$ cat src/rtl/sal_cmd_sched_pkg.sv
// Shared DDR scheduler types: command encoding and the per-bank field types
// carried alongside each command.
package sal_ddr_params;

    typedef logic [15:0] dram_ra_t;
    typedef logic [9:0]  dram_ca_t;
    typedef logic [3:0]  axi_id_t;
    typedef logic [7:0]  axi_len_t;
    typedef logic [7:0]  seq_num_t;

    typedef enum logic [2:0] {
        CMD_NOP = 3'd0,
        CMD_ACT = 3'd1,
        CMD_RD  = 3'd2,
        CMD_WR  = 3'd3,
        CMD_PRE = 3'd4,
        CMD_REF = 3'd5
    } sal_cmd_t;

endpackage

$ cat src/rtl/sal_cmd_sched_rr_arb.sv
// Combinational round-robin arbiter: the first requester at or after ptr
// (modulo N, N a power of two) receives a one-hot grant.
module sal_rr_arb #(
    parameter int N = 4
) (
    input  logic [N-1:0]         req,
    input  logic [$clog2(N)-1:0] ptr,
    output logic [N-1:0]         gnt
);

    localparam int LW = $clog2(N);

    logic [LW-1:0] idx_s;
    logic          found_s;

    // Scan from the pointer upward; index arithmetic wraps naturally at N.
    always_comb begin
        gnt     = '0;
        found_s = 1'b0;
        idx_s   = '0;
        for (int i = 0; i < N; i++) begin
            idx_s = ptr + i[LW-1:0];
            if (!found_s && req[idx_s]) begin
                gnt[idx_s] = 1'b1;
                found_s    = 1'b1;
            end else begin
                found_s = found_s;
            end
        end
    end

endmodule

$ cat src/rtl/sal_cmd_sched.sv
// Inter-bank command scheduler: picks one command per cycle across bank
// controllers under class priority, round-robin fairness and shared timing.
module sal_cmd_sched
    import sal_ddr_params::*;
#(
    parameter int NUM_BANKS = 4,
    parameter int TW        = 4
) (
    input  logic                         clk,
    input  logic                         rst_n,
    input  logic [NUM_BANKS-1:0]         act_req_i,
    input  logic [NUM_BANKS-1:0]         rd_req_i,
    input  logic [NUM_BANKS-1:0]         wr_req_i,
    input  logic [NUM_BANKS-1:0]         pre_req_i,
    input  logic [NUM_BANKS-1:0]         ref_req_i,
    input  dram_ra_t                     ra_i      [NUM_BANKS],
    input  dram_ca_t                     ca_i      [NUM_BANKS],
    input  axi_id_t                      id_i      [NUM_BANKS],
    input  axi_len_t                     len_i     [NUM_BANKS],
    input  seq_num_t                     seq_num_i [NUM_BANKS],
    output logic [NUM_BANKS-1:0]         act_gnt_o,
    output logic [NUM_BANKS-1:0]         rd_gnt_o,
    output logic [NUM_BANKS-1:0]         wr_gnt_o,
    output logic [NUM_BANKS-1:0]         pre_gnt_o,
    output logic [NUM_BANKS-1:0]         ref_gnt_o,
    input  logic [TW-1:0]                t_rrd_m1_i,
    input  logic [TW-1:0]                t_ccd_m1_i,
    input  logic [TW-1:0]                t_wtr_m1_i,
    input  logic [TW-1:0]                t_rtw_m1_i,
    output logic                         cmd_valid_o,
    output sal_cmd_t                     cmd_o,
    output logic [$clog2(NUM_BANKS)-1:0] cmd_bk_o,
    output dram_ra_t                     cmd_ra_o,
    output dram_ca_t                     cmd_ca_o,
    output axi_id_t                      cmd_id_o,
    output axi_len_t                     cmd_len_o,
    output seq_num_t                     cmd_seq_num_o
);

    localparam int BW = $clog2(NUM_BANKS);

    logic [TW-1:0] rrd_r, ccd_r, wtr_r, rtw_r;
    logic [BW-1:0] ref_ptr_r, cas_ptr_r, act_ptr_r, pre_ptr_r;

    logic                 rd_ok_s, wr_ok_s, act_ok_s;
    logic [NUM_BANKS-1:0] rd_elig_s, wr_elig_s, cas_elig_s, act_elig_s;
    logic [NUM_BANKS-1:0] ref_arb_s, cas_arb_s, act_arb_s, pre_arb_s;
    logic [NUM_BANKS-1:0] all_gnt_s;
    logic [BW-1:0]        gnt_idx_s;
    logic [BW-1:0]        gnt_idx_inc_s;
    sal_cmd_t             cmd_nxt_s;

    assign act_ok_s   = (rrd_r == '0);
    assign rd_ok_s    = (ccd_r == '0) && (wtr_r == '0);
    assign wr_ok_s    = (ccd_r == '0) && (rtw_r == '0);
    assign rd_elig_s  = rd_req_i & {NUM_BANKS{rd_ok_s}};
    assign wr_elig_s  = wr_req_i & {NUM_BANKS{wr_ok_s}};
    assign cas_elig_s = rd_elig_s | wr_elig_s;
    assign act_elig_s = act_req_i & {NUM_BANKS{act_ok_s}};

    sal_rr_arb #(.N(NUM_BANKS)) u_ref_arb (.req(ref_req_i),  .ptr(ref_ptr_r), .gnt(ref_arb_s));
    sal_rr_arb #(.N(NUM_BANKS)) u_cas_arb (.req(cas_elig_s), .ptr(cas_ptr_r), .gnt(cas_arb_s));
    sal_rr_arb #(.N(NUM_BANKS)) u_act_arb (.req(act_elig_s), .ptr(act_ptr_r), .gnt(act_arb_s));
    sal_rr_arb #(.N(NUM_BANKS)) u_pre_arb (.req(pre_req_i),  .ptr(pre_ptr_r), .gnt(pre_arb_s));

    // Class priority REF > CAS > ACT > PRE; within CAS a bank eligible for both prefers RD.
    always_comb begin
        ref_gnt_o = '0;
        rd_gnt_o  = '0;
        wr_gnt_o  = '0;
        act_gnt_o = '0;
        pre_gnt_o = '0;
        if (!rst_n) begin
            ref_gnt_o = '0;
        end else if (|ref_req_i) begin
            ref_gnt_o = ref_arb_s;
        end else if (|cas_elig_s) begin
            rd_gnt_o = cas_arb_s & rd_elig_s;
            wr_gnt_o = cas_arb_s & wr_elig_s & ~rd_elig_s;
        end else if (|act_elig_s) begin
            act_gnt_o = act_arb_s;
        end else begin
            pre_gnt_o = pre_arb_s;
        end
    end

    assign all_gnt_s     = ref_gnt_o | rd_gnt_o | wr_gnt_o | act_gnt_o | pre_gnt_o;
    assign gnt_idx_inc_s = gnt_idx_s + BW'(1'b1);

    // One-hot grant to bank index and command type.
    always_comb begin
        gnt_idx_s = '0;
        for (int b = 0; b < NUM_BANKS; b++) begin
            if (all_gnt_s[b]) begin
                gnt_idx_s = b[BW-1:0];
            end else begin
                gnt_idx_s = gnt_idx_s;
            end
        end
        if (|ref_gnt_o)      cmd_nxt_s = CMD_REF;
        else if (|rd_gnt_o)  cmd_nxt_s = CMD_RD;
        else if (|wr_gnt_o)  cmd_nxt_s = CMD_WR;
        else if (|act_gnt_o) cmd_nxt_s = CMD_ACT;
        else if (|pre_gnt_o) cmd_nxt_s = CMD_PRE;
        else                 cmd_nxt_s = CMD_NOP;
    end

    // Shared timing counters: load on grant, otherwise count down to zero.
    always_ff @(posedge clk or negedge rst_n) begin
        if (!rst_n) begin
            rrd_r <= '0;
            ccd_r <= '0;
            wtr_r <= '0;
            rtw_r <= '0;
        end else begin
            rrd_r <= (|act_gnt_o) ? t_rrd_m1_i : ((rrd_r == '0) ? '0 : rrd_r - TW'(1'b1));
            ccd_r <= (|(rd_gnt_o | wr_gnt_o)) ? t_ccd_m1_i : ((ccd_r == '0) ? '0 : ccd_r - TW'(1'b1));
            wtr_r <= (|wr_gnt_o) ? t_wtr_m1_i : ((wtr_r == '0) ? '0 : wtr_r - TW'(1'b1));
            rtw_r <= (|rd_gnt_o) ? t_rtw_m1_i : ((rtw_r == '0) ? '0 : rtw_r - TW'(1'b1));
        end
    end

    // Round-robin pointers advance past the bank just granted in that class.
    always_ff @(posedge clk or negedge rst_n) begin
        if (!rst_n) begin
            ref_ptr_r <= '0;
            cas_ptr_r <= '0;
            act_ptr_r <= '0;
            pre_ptr_r <= '0;
        end else begin
            ref_ptr_r <= (|ref_gnt_o) ? gnt_idx_inc_s : ref_ptr_r;
            cas_ptr_r <= (|(rd_gnt_o | wr_gnt_o)) ? gnt_idx_inc_s : cas_ptr_r;
            act_ptr_r <= (|act_gnt_o) ? gnt_idx_inc_s : act_ptr_r;
            pre_ptr_r <= (|pre_gnt_o) ? gnt_idx_inc_s : pre_ptr_r;
        end
    end

    // Issued command register; fields not carried by a command type hold.
    always_ff @(posedge clk or negedge rst_n) begin
        if (!rst_n) begin
            cmd_valid_o   <= 1'b0;
            cmd_o         <= CMD_NOP;
            cmd_bk_o      <= '0;
            cmd_ra_o      <= '0;
            cmd_ca_o      <= '0;
            cmd_id_o      <= '0;
            cmd_len_o     <= '0;
            cmd_seq_num_o <= '0;
        end else begin
            cmd_valid_o <= |all_gnt_s;
            cmd_o       <= cmd_nxt_s;
            cmd_bk_o    <= (|all_gnt_s) ? gnt_idx_s : cmd_bk_o;
            cmd_ra_o    <= (|act_gnt_o) ? ra_i[gnt_idx_s] : cmd_ra_o;
            if (|(rd_gnt_o | wr_gnt_o)) begin
                cmd_ca_o  <= ca_i[gnt_idx_s];
                cmd_id_o  <= id_i[gnt_idx_s];
                cmd_len_o <= len_i[gnt_idx_s];
            end else begin
                cmd_ca_o  <= cmd_ca_o;
                cmd_id_o  <= cmd_id_o;
                cmd_len_o <= cmd_len_o;
            end
            cmd_seq_num_o <= (|(act_gnt_o | rd_gnt_o | wr_gnt_o)) ? seq_num_i[gnt_idx_s] : cmd_seq_num_o;
        end
    end

endmodule

$ cat config.mk
export PLATFORM = sky130hd
export DESIGN_NAME = sal_cmd_sched
export DESIGN_NICKNAME = d
export VERILOG_FILES = /design/src/rtl/sal_cmd_sched_pkg.sv /design/src/rtl/sal_cmd_sched_rr_arb.sv /design/src/rtl/sal_cmd_sched.sv
export SDC_FILE = /design/constraint.sdc
export NUM_CORES = 1
export LEC_CHECK = 0
export ABC_AREA = 1
export CORE_UTILIZATION = 45
export CTS_CLUSTER_DIAMETER = 60
export DETAILED_ROUTE_END_ITERATION = 7
export DONT_BUFFER_PORTS = 1
export GPL_TIMING_DRIVEN = 0
export PLACE_DENSITY_LB_ADDON = 0.05
export SETUP_SLACK_MARGIN = 0.5
export SLEW_MARGIN = 20
export SYNTH_ARGS = -nofsm -noshare
export SYNTH_HDL_FRONTEND = slang
export SYNTH_SLANG_ARGS = --single-unit
$ cat constraint.sdc
create_clock -name clk -period 4.2 [get_ports clk]
set_clock_uncertainty 0.2 [all_clocks]
set_input_delay 0.42 -clock clk [delete_from_list [all_inputs] [get_ports clk]]
set_output_delay 0.42 -clock clk [all_outputs]
set_load 0.05 [all_outputs]
# Word level (Yosys, flattened, before mapping)
# Cells that the tools add are included.
# classes
bitwise,28
n_lt_le_gt_ge,33
n_mux,139
addsub,17
reduce_logical,57
# op_table
cell,count
$mux W4,42
$or A4 B4 Y4,20
$lt A2 B3 Y1 const B,16
$mux W1,45
$reduce_or A4 Y1,11
$bmux W1 S2,16
$bmux W16 S2,1
$bmux W8 S2,2
$demux W1 S2,16
$ge A2 B1 Y1 const B,16
$mux W16,2
$mux W8,4
$logic_and A1 B1 Y1,30
$and A4 B4 Y4,6
$bmux W10 S2,1
$mux W10,2
$add A2 B2 Y2 const B,8
$logic_not A4 Y1,4
$sub A4 B1 Y4 const B,4
$mux W3,5
$logic_not A1 Y1,12
$add A2 B1 Y2 const B,5
$bmux W4 S2,1
$mux W2,2
other kinds (3),3
# totals
input_bits,222
reg_bits,76
word_cells,290
out_inout_bits,72

# Depth between registers and ports, before layout
# logic_depth
ltp_word,31
ltp_mapped,25
ltp_nobuf,23

# Hierarchy
# Synthesis repeated with hierarchy kept, for this count alone.
# unflattened
hier_cells,1257
area_unflattened_um2,7429.6
# by_module_without_submodules
mod,area_each_um2,cells_each,seq_area_each_um2,instances
sal_cmd_sched,5833.1,965,1901.8,1
sal_rr_arb,399.1,73,0.0,4

# Worst setup path before layout
# No wires, ideal clock.
# synth_path
kind,register to register
startpoint,register pre_ptr_r[0]
endpoint,register cmd_ra_o[13]
slack_ns,0.939
setup_ns,0.120
required_time_ns,3.880
path_stages_with_launch,20
t_arrival_ns,2.940
period_less_slack_ns,3.261
n_path_buf,3
cell_sequence,dfrtp_1 -> buf_2 -> inv_1 -> ha_1 -> o21ai_1 -> nand2_1 -> nor2_1 -> nand2_1 -> o211ai_1 -> a21oi_1 -> nor2_2 -> nor2_1 -> nand3_2 -> buf_4 -> buf_2 -> nand2_1 -> nand2_1 -> nand2_1 -> nand2_1 -> a21oi_1
# synth_between
elab_cells_between_ends,59
classes_between,add/sub (3); order compare (8); mux (33); bitwise (5); reduce/logical (10)
# synth_rtl
element,line,text
"start, declared",sal_cmd_sched.sv:43,"logic [BW-1:0] ref_ptr_r, cas_ptr_r, act_ptr_r, pre_ptr_r;"
"start signal, assigned",sal_cmd_sched.sv:134,pre_ptr_r <= (|pre_gnt_o) ? gnt_idx_inc_s : pre_ptr_r;
branches (longest 11 deep; another with $lt A2 B3 Y1),-,
$mux W4 (*),sal_cmd_sched_rr_arb.sv:23,if (!found_s && req[idx_s]) begin
$mux W4 (*),sal_cmd_sched.sv:80,end else if (|act_elig_s) begin
$mux W4 (*),sal_cmd_sched.sv:77,end else if (|cas_elig_s) begin
$mux W4 (*),sal_cmd_sched.sv:75,end else if (|ref_req_i) begin
$mux W4 (*),sal_cmd_sched.sv:73,if (!rst_n) begin
via pre_gnt_o[3],sal_cmd_sched.sv:24,"output logic [NUM_BANKS-1:0] pre_gnt_o,"
$or A4 B4 Y4 (*),sal_cmd_sched.sv:87,assign all_gnt_s = ref_gnt_o | rd_gnt_o | wr_gnt_o | act_gnt_o | pre_gnt_o;
$mux W2 (*),sal_cmd_sched.sv:94,if (all_gnt_s[b]) begin
$not A2 Y3 (implied by the code) (*),sal_cmd_sched.sv:153,cmd_ra_o <= (|act_gnt_o) ? ra_i[gnt_idx_s] : cmd_ra_o;
$bmux W16 S2 (*),sal_cmd_sched.sv:153,
$mux W16 (implied by the code) (*) (2 in series),sal_cmd_sched.sv:153,
"end signal, assigned",sal_cmd_sched.sv:153,
"end, declared",sal_cmd_sched.sv:33,"output dram_ra_t cmd_ra_o,"
# Mark *: on every way through the listed nets, which the timed path passes. The select of a mux whose other input is x is not followed.
# A chain may end at the register's enable or synchronous reset.

# Worst setup path in the final report
# layout_path
startpoint,register pre_ptr_r[0]
endpoint,register pre_ptr_r[1]
# layout_between
elab_cells_between_ends,57
classes_between,add/sub (4); order compare (8); mux (30); bitwise (4); reduce/logical (11)
# layout_rtl
element,line,text
branches (longest 11 deep; another with $lt A2 B3 Y1),-,
$mux W4 (*),sal_cmd_sched_rr_arb.sv:23,
$mux W4 (*),sal_cmd_sched.sv:80,
$mux W4 (*),sal_cmd_sched.sv:77,
$mux W4 (*),sal_cmd_sched.sv:75,
$mux W4 (*),sal_cmd_sched.sv:73,
via pre_gnt_o[3],sal_cmd_sched.sv:24,
$or A4 B4 Y4,sal_cmd_sched.sv:87,
$mux W2,sal_cmd_sched.sv:94,
$add A2 B1 Y2,sal_cmd_sched.sv:88,assign gnt_idx_inc_s = gnt_idx_s + BW'(1'b1);
# Marks and branches as above.

==> flow_summary.json <==
{
  "netlist_area_sq_mm": 0.00767,
  "yosysTopAreaCellShare_pct": 25.6,
  "setup_viol": 0,
  "routedWlPerCell_um": 15.5,
  "hold_class": "in -> reg",
  "start_util_pct": 46.1,
  "drive_gt1_share_pct": 10.3,
  "postPlaceCellArea_sq_mm": 0.00796,
  "die_w_um": 133,
  "grt_max_degree": 77,
  "status": "completed",
  "clock-sinks": 76,
  "drtAntennaViolNets": 0,
  "arrival_ps": 3460,
  "via_count": 7877,
  "gp_congestion": 0.898,
  "dp_hpwl_mm": 19.3,
  "yosys.cell_types.count": 38,
  "finalInstanceArea_sq_mm": 0.00868,
  "port_buffers": 0,
  "power_density_mw_per_mm2": 744,
  "drt-total-wl_mm": 24.6,
  "root_buffer": "clkbuf_16",
  "die_area_sq_mm": 0.0176,
  "core_area_sq_mm": 0.0166,
  "die-height_um": 133,
  "cts_max_path_buffers": 2,
  "first_pass_iters": 5,
  "startpoint_type": "register",
  "hold_viol": 0,
  "cts_made_buffers": 9,
  "rsz0062_at_grt": "yes",
  "ir_worst_vdd_mv": 0.359,
  "area_growth_pct": 13.2,
  "grt_pass1_wl_mm": 38.7,
  "fin_hold_ws_ps": 9.88,
  "max_freq_mhz": 291,
  "synthesis.instances": 1328,
  "setup_tns_ps": 0,
  "cts-htree-levels": 3,
  "slew_headroom_pct": 48.0,
  "path_clk_slew_ps": 70,
  "cts_tree": "yes",
  "cp_max_fo": 10,
  "synth.area.top_cells": "nand2_1 (26%), dfrtp_1 (25%), inv_1 (12%)",
  "path_class": "reg -> reg",
  "grt_pass1_vias": 7422,
  "ys_seq_elements": 76,
  "placed_cells": 1548,
  "antenna_found_initial": 2,
  "max-cap-violations": 0,
  "rows": 47,
  "p_leak_nw": 5.43,
  "final_cells": 1593,
  "period_share_pct": 81.8,
  "track_usage_pct": 28.4,
  "vias_per_cell": 4.94,
  "worst_pin_slew_ps": 774,
  "ys_warn_count": 0,
  "period_minus_slack_ps": 3430,
  "drc": 0,
  "avgSynthCellArea_sq_um": 5.78,
  "cp.required_ps": 4220,
  "final_nets": 1619,
  "slew_viol_final": 0,
  "clkLatencyLatePin_ps": 350,
  "gr-total-overflow": 0,
  "critPathCaptureType": "register",
  "first_iter_violations": 352,
  "ys_seq_area_share_pct": 24.8,
  "synth_fp_nets": 1582,
  "synth_top_area_cell": "nand2_1",
  "ios": 294
}
[sequential cells by signal (all words and copies together) (netlist names)]
signal	cells
cmd_ra_o	16
cas_ptr_r	2
cmd_len_o	8
wtr_r	4
cmd_id_o	4
cmd_ca_o	10
cmd_o	3
cmd_valid_o	1
rtw_r	4
act_ptr_r	2
rrd_r	4
cmd_bk_o	2
ccd_r	4
pre_ptr_r	2
cmd_seq_num_o	8
ref_ptr_r	2
[synthesized netlist by cell type]
cell type	number
clkbuf_1	5
nand2_1	524
nor3_1	2
a41oi_1	1
dfrtp_1	76
nand2_2	11
o21ai_0	23
clkinv_1	22
inv_2	7
nor2_1	98
nor3_4	1
buf_1	2
nor4_2	1
o211ai_1	6
a21oi_1	22
buf_6	4
nand3_1	101
nor4_4	1
or2_2	1
o21ai_2	3
nor2_2	8
nor3b_1	2
nand3_2	3
nand2_4	2
nand4_1	24
nor2_8	1
ha_1	32
nor2_4	6
nor4_1	1
inv_1	241
nor3_2	3
o2111ai_1	1
o21ai_1	14
a31oi_1	2
buf_2	23
buf_4	15
a32o_1	1
nand3b_1	38
[kinds of logic after synthesis]
group           Yosys count  synth area share (%)
simple gates            828                  47.6
buf+inv                 319                  17.1
flops                    76                  24.8
fa+ha+maj                32                  5.22
compound gates           73                  5.30
[worst paths after layout]
check | from | end | slack, ps | cells past startpoint
worst max-delay path | pre_ptr_r[0]$_DFFE_PN0N_ | pre_ptr_r[1]$_DFFE_PN0N_ | 770 | 17
worst min-delay path | t_ccd_m1_i[0] | ccd_r[0]$_DFF_PN0_ | 10 | 2
worst max register to register | pre_ptr_r[0]$_DFFE_PN0N_ | pre_ptr_r[1]$_DFFE_PN0N_ | 770 | 17
worst min register to register | wtr_r[3]$_DFF_PN0_ | wtr_r[3]$_DFF_PN0_ | 320 | 2
max in group asynchronous | rst_n | ref_ptr_r[1]$_DFFE_PN0P_ | 3030 | 2
min in group asynchronous | rst_n | ccd_r[3]$_DFF_PN0_ | 390 | 2
[repair_timing]
| action | 4_1_cts | 5_1_grt |
|---|---|---|
| hold endpoints to repair | 86 | 0 |
| buffers inserted | 0 | 14 |
| setup endpoints to repair | 45 | 62 |
| pin swaps | 1 | 8 |
| hold buffers | 12 | 0 |
| gates resized for setup | 7 | 59 |
[area by class of cell]
type,instances,area (sq um)
Fill cell,1814,7960
Multi-Input combinational cell,933,4530
Sequential cell,76,1910
Inverter,270,1030
Buffer,49,397
Tap cell,220,275
Timing Repair Buffer,26,259
Clock buffer,9,225
Clock inverter,7,57.6
Antenna cell,3,7.51
[metrics by stage]
step	setup WS, ps	util (%)	power [mW]
final	766	52.2	6.46
after global routing	492	52.2	7.08
after CTS	518	50.5	6.25
after detailed placement	356	47.8	5.41
after global placement	356	47.8	5.37
after floorplan	939	-	4.49
[critical path, stage by stage, from the launching register on]
cell and delay [ps]:
dfrtp_1 400, clkbuf_4 220, inv_1 100, ha_1 350, o21ai_1 180, nand2_1 130, nor2_4 140, nand2_1 70
o211ai_1 80, a21oi_1 90, nor2_4 380, nor2_4 60, nand3_4 140, inv_4 70, buf_12 150, buf_8 140
o21ai_1 260, o21ai_0 130
[layer usage]
metal  vias to the layer above  global-route usage [%]  part of all wire, %
met3                        35                    6.48                  6.9
met1                      3497                    35.8                   43
met4                         0                    8.75                  1.9
met2                       277                    48.0                   48
li1                       4068                       -                    -
met5                         -                       0                    0
[report_power, final]
part	switching, mW	internal (mW)	total [mW]
Clock	0.364	0.410	0.774
Combinational	2.56	1.41	3.97
Sequential	0.754	0.962	1.72
[placed cells by master, fill, tap and decap left out, types with 5 or more instances in the layout]
master / synthesis / layout
dfrtp_1: 76 / 71
nand2_2: 11 / 12
nand2_1: 524 / 522
o21ai_0: 23 / 21
a21oi_1: 22 / 22
nand3_1: 101 / 101
nor2_4: 6 / 10
inv_2: 7 / 8
dlygate4sd3_1: 0 / 11
nand3b_1: 38 / 38
nor2_2: 8 / 7
buf_6: 4 / 13
buf_4: 15 / 21
o211ai_1: 6 / 6
inv_1: 241 / 236
clkinv_1: 22 / 22
clkbuf_4: 0 / 10
o21ai_1: 14 / 15
buf_2: 23 / 10
ha_1: 32 / 32
clkbuf_16: 0 / 9
nand4_1: 24 / 24
nor2_1: 98 / 95
dfrtp_2: 0 / 5
(Power assumes the default switching activity.)
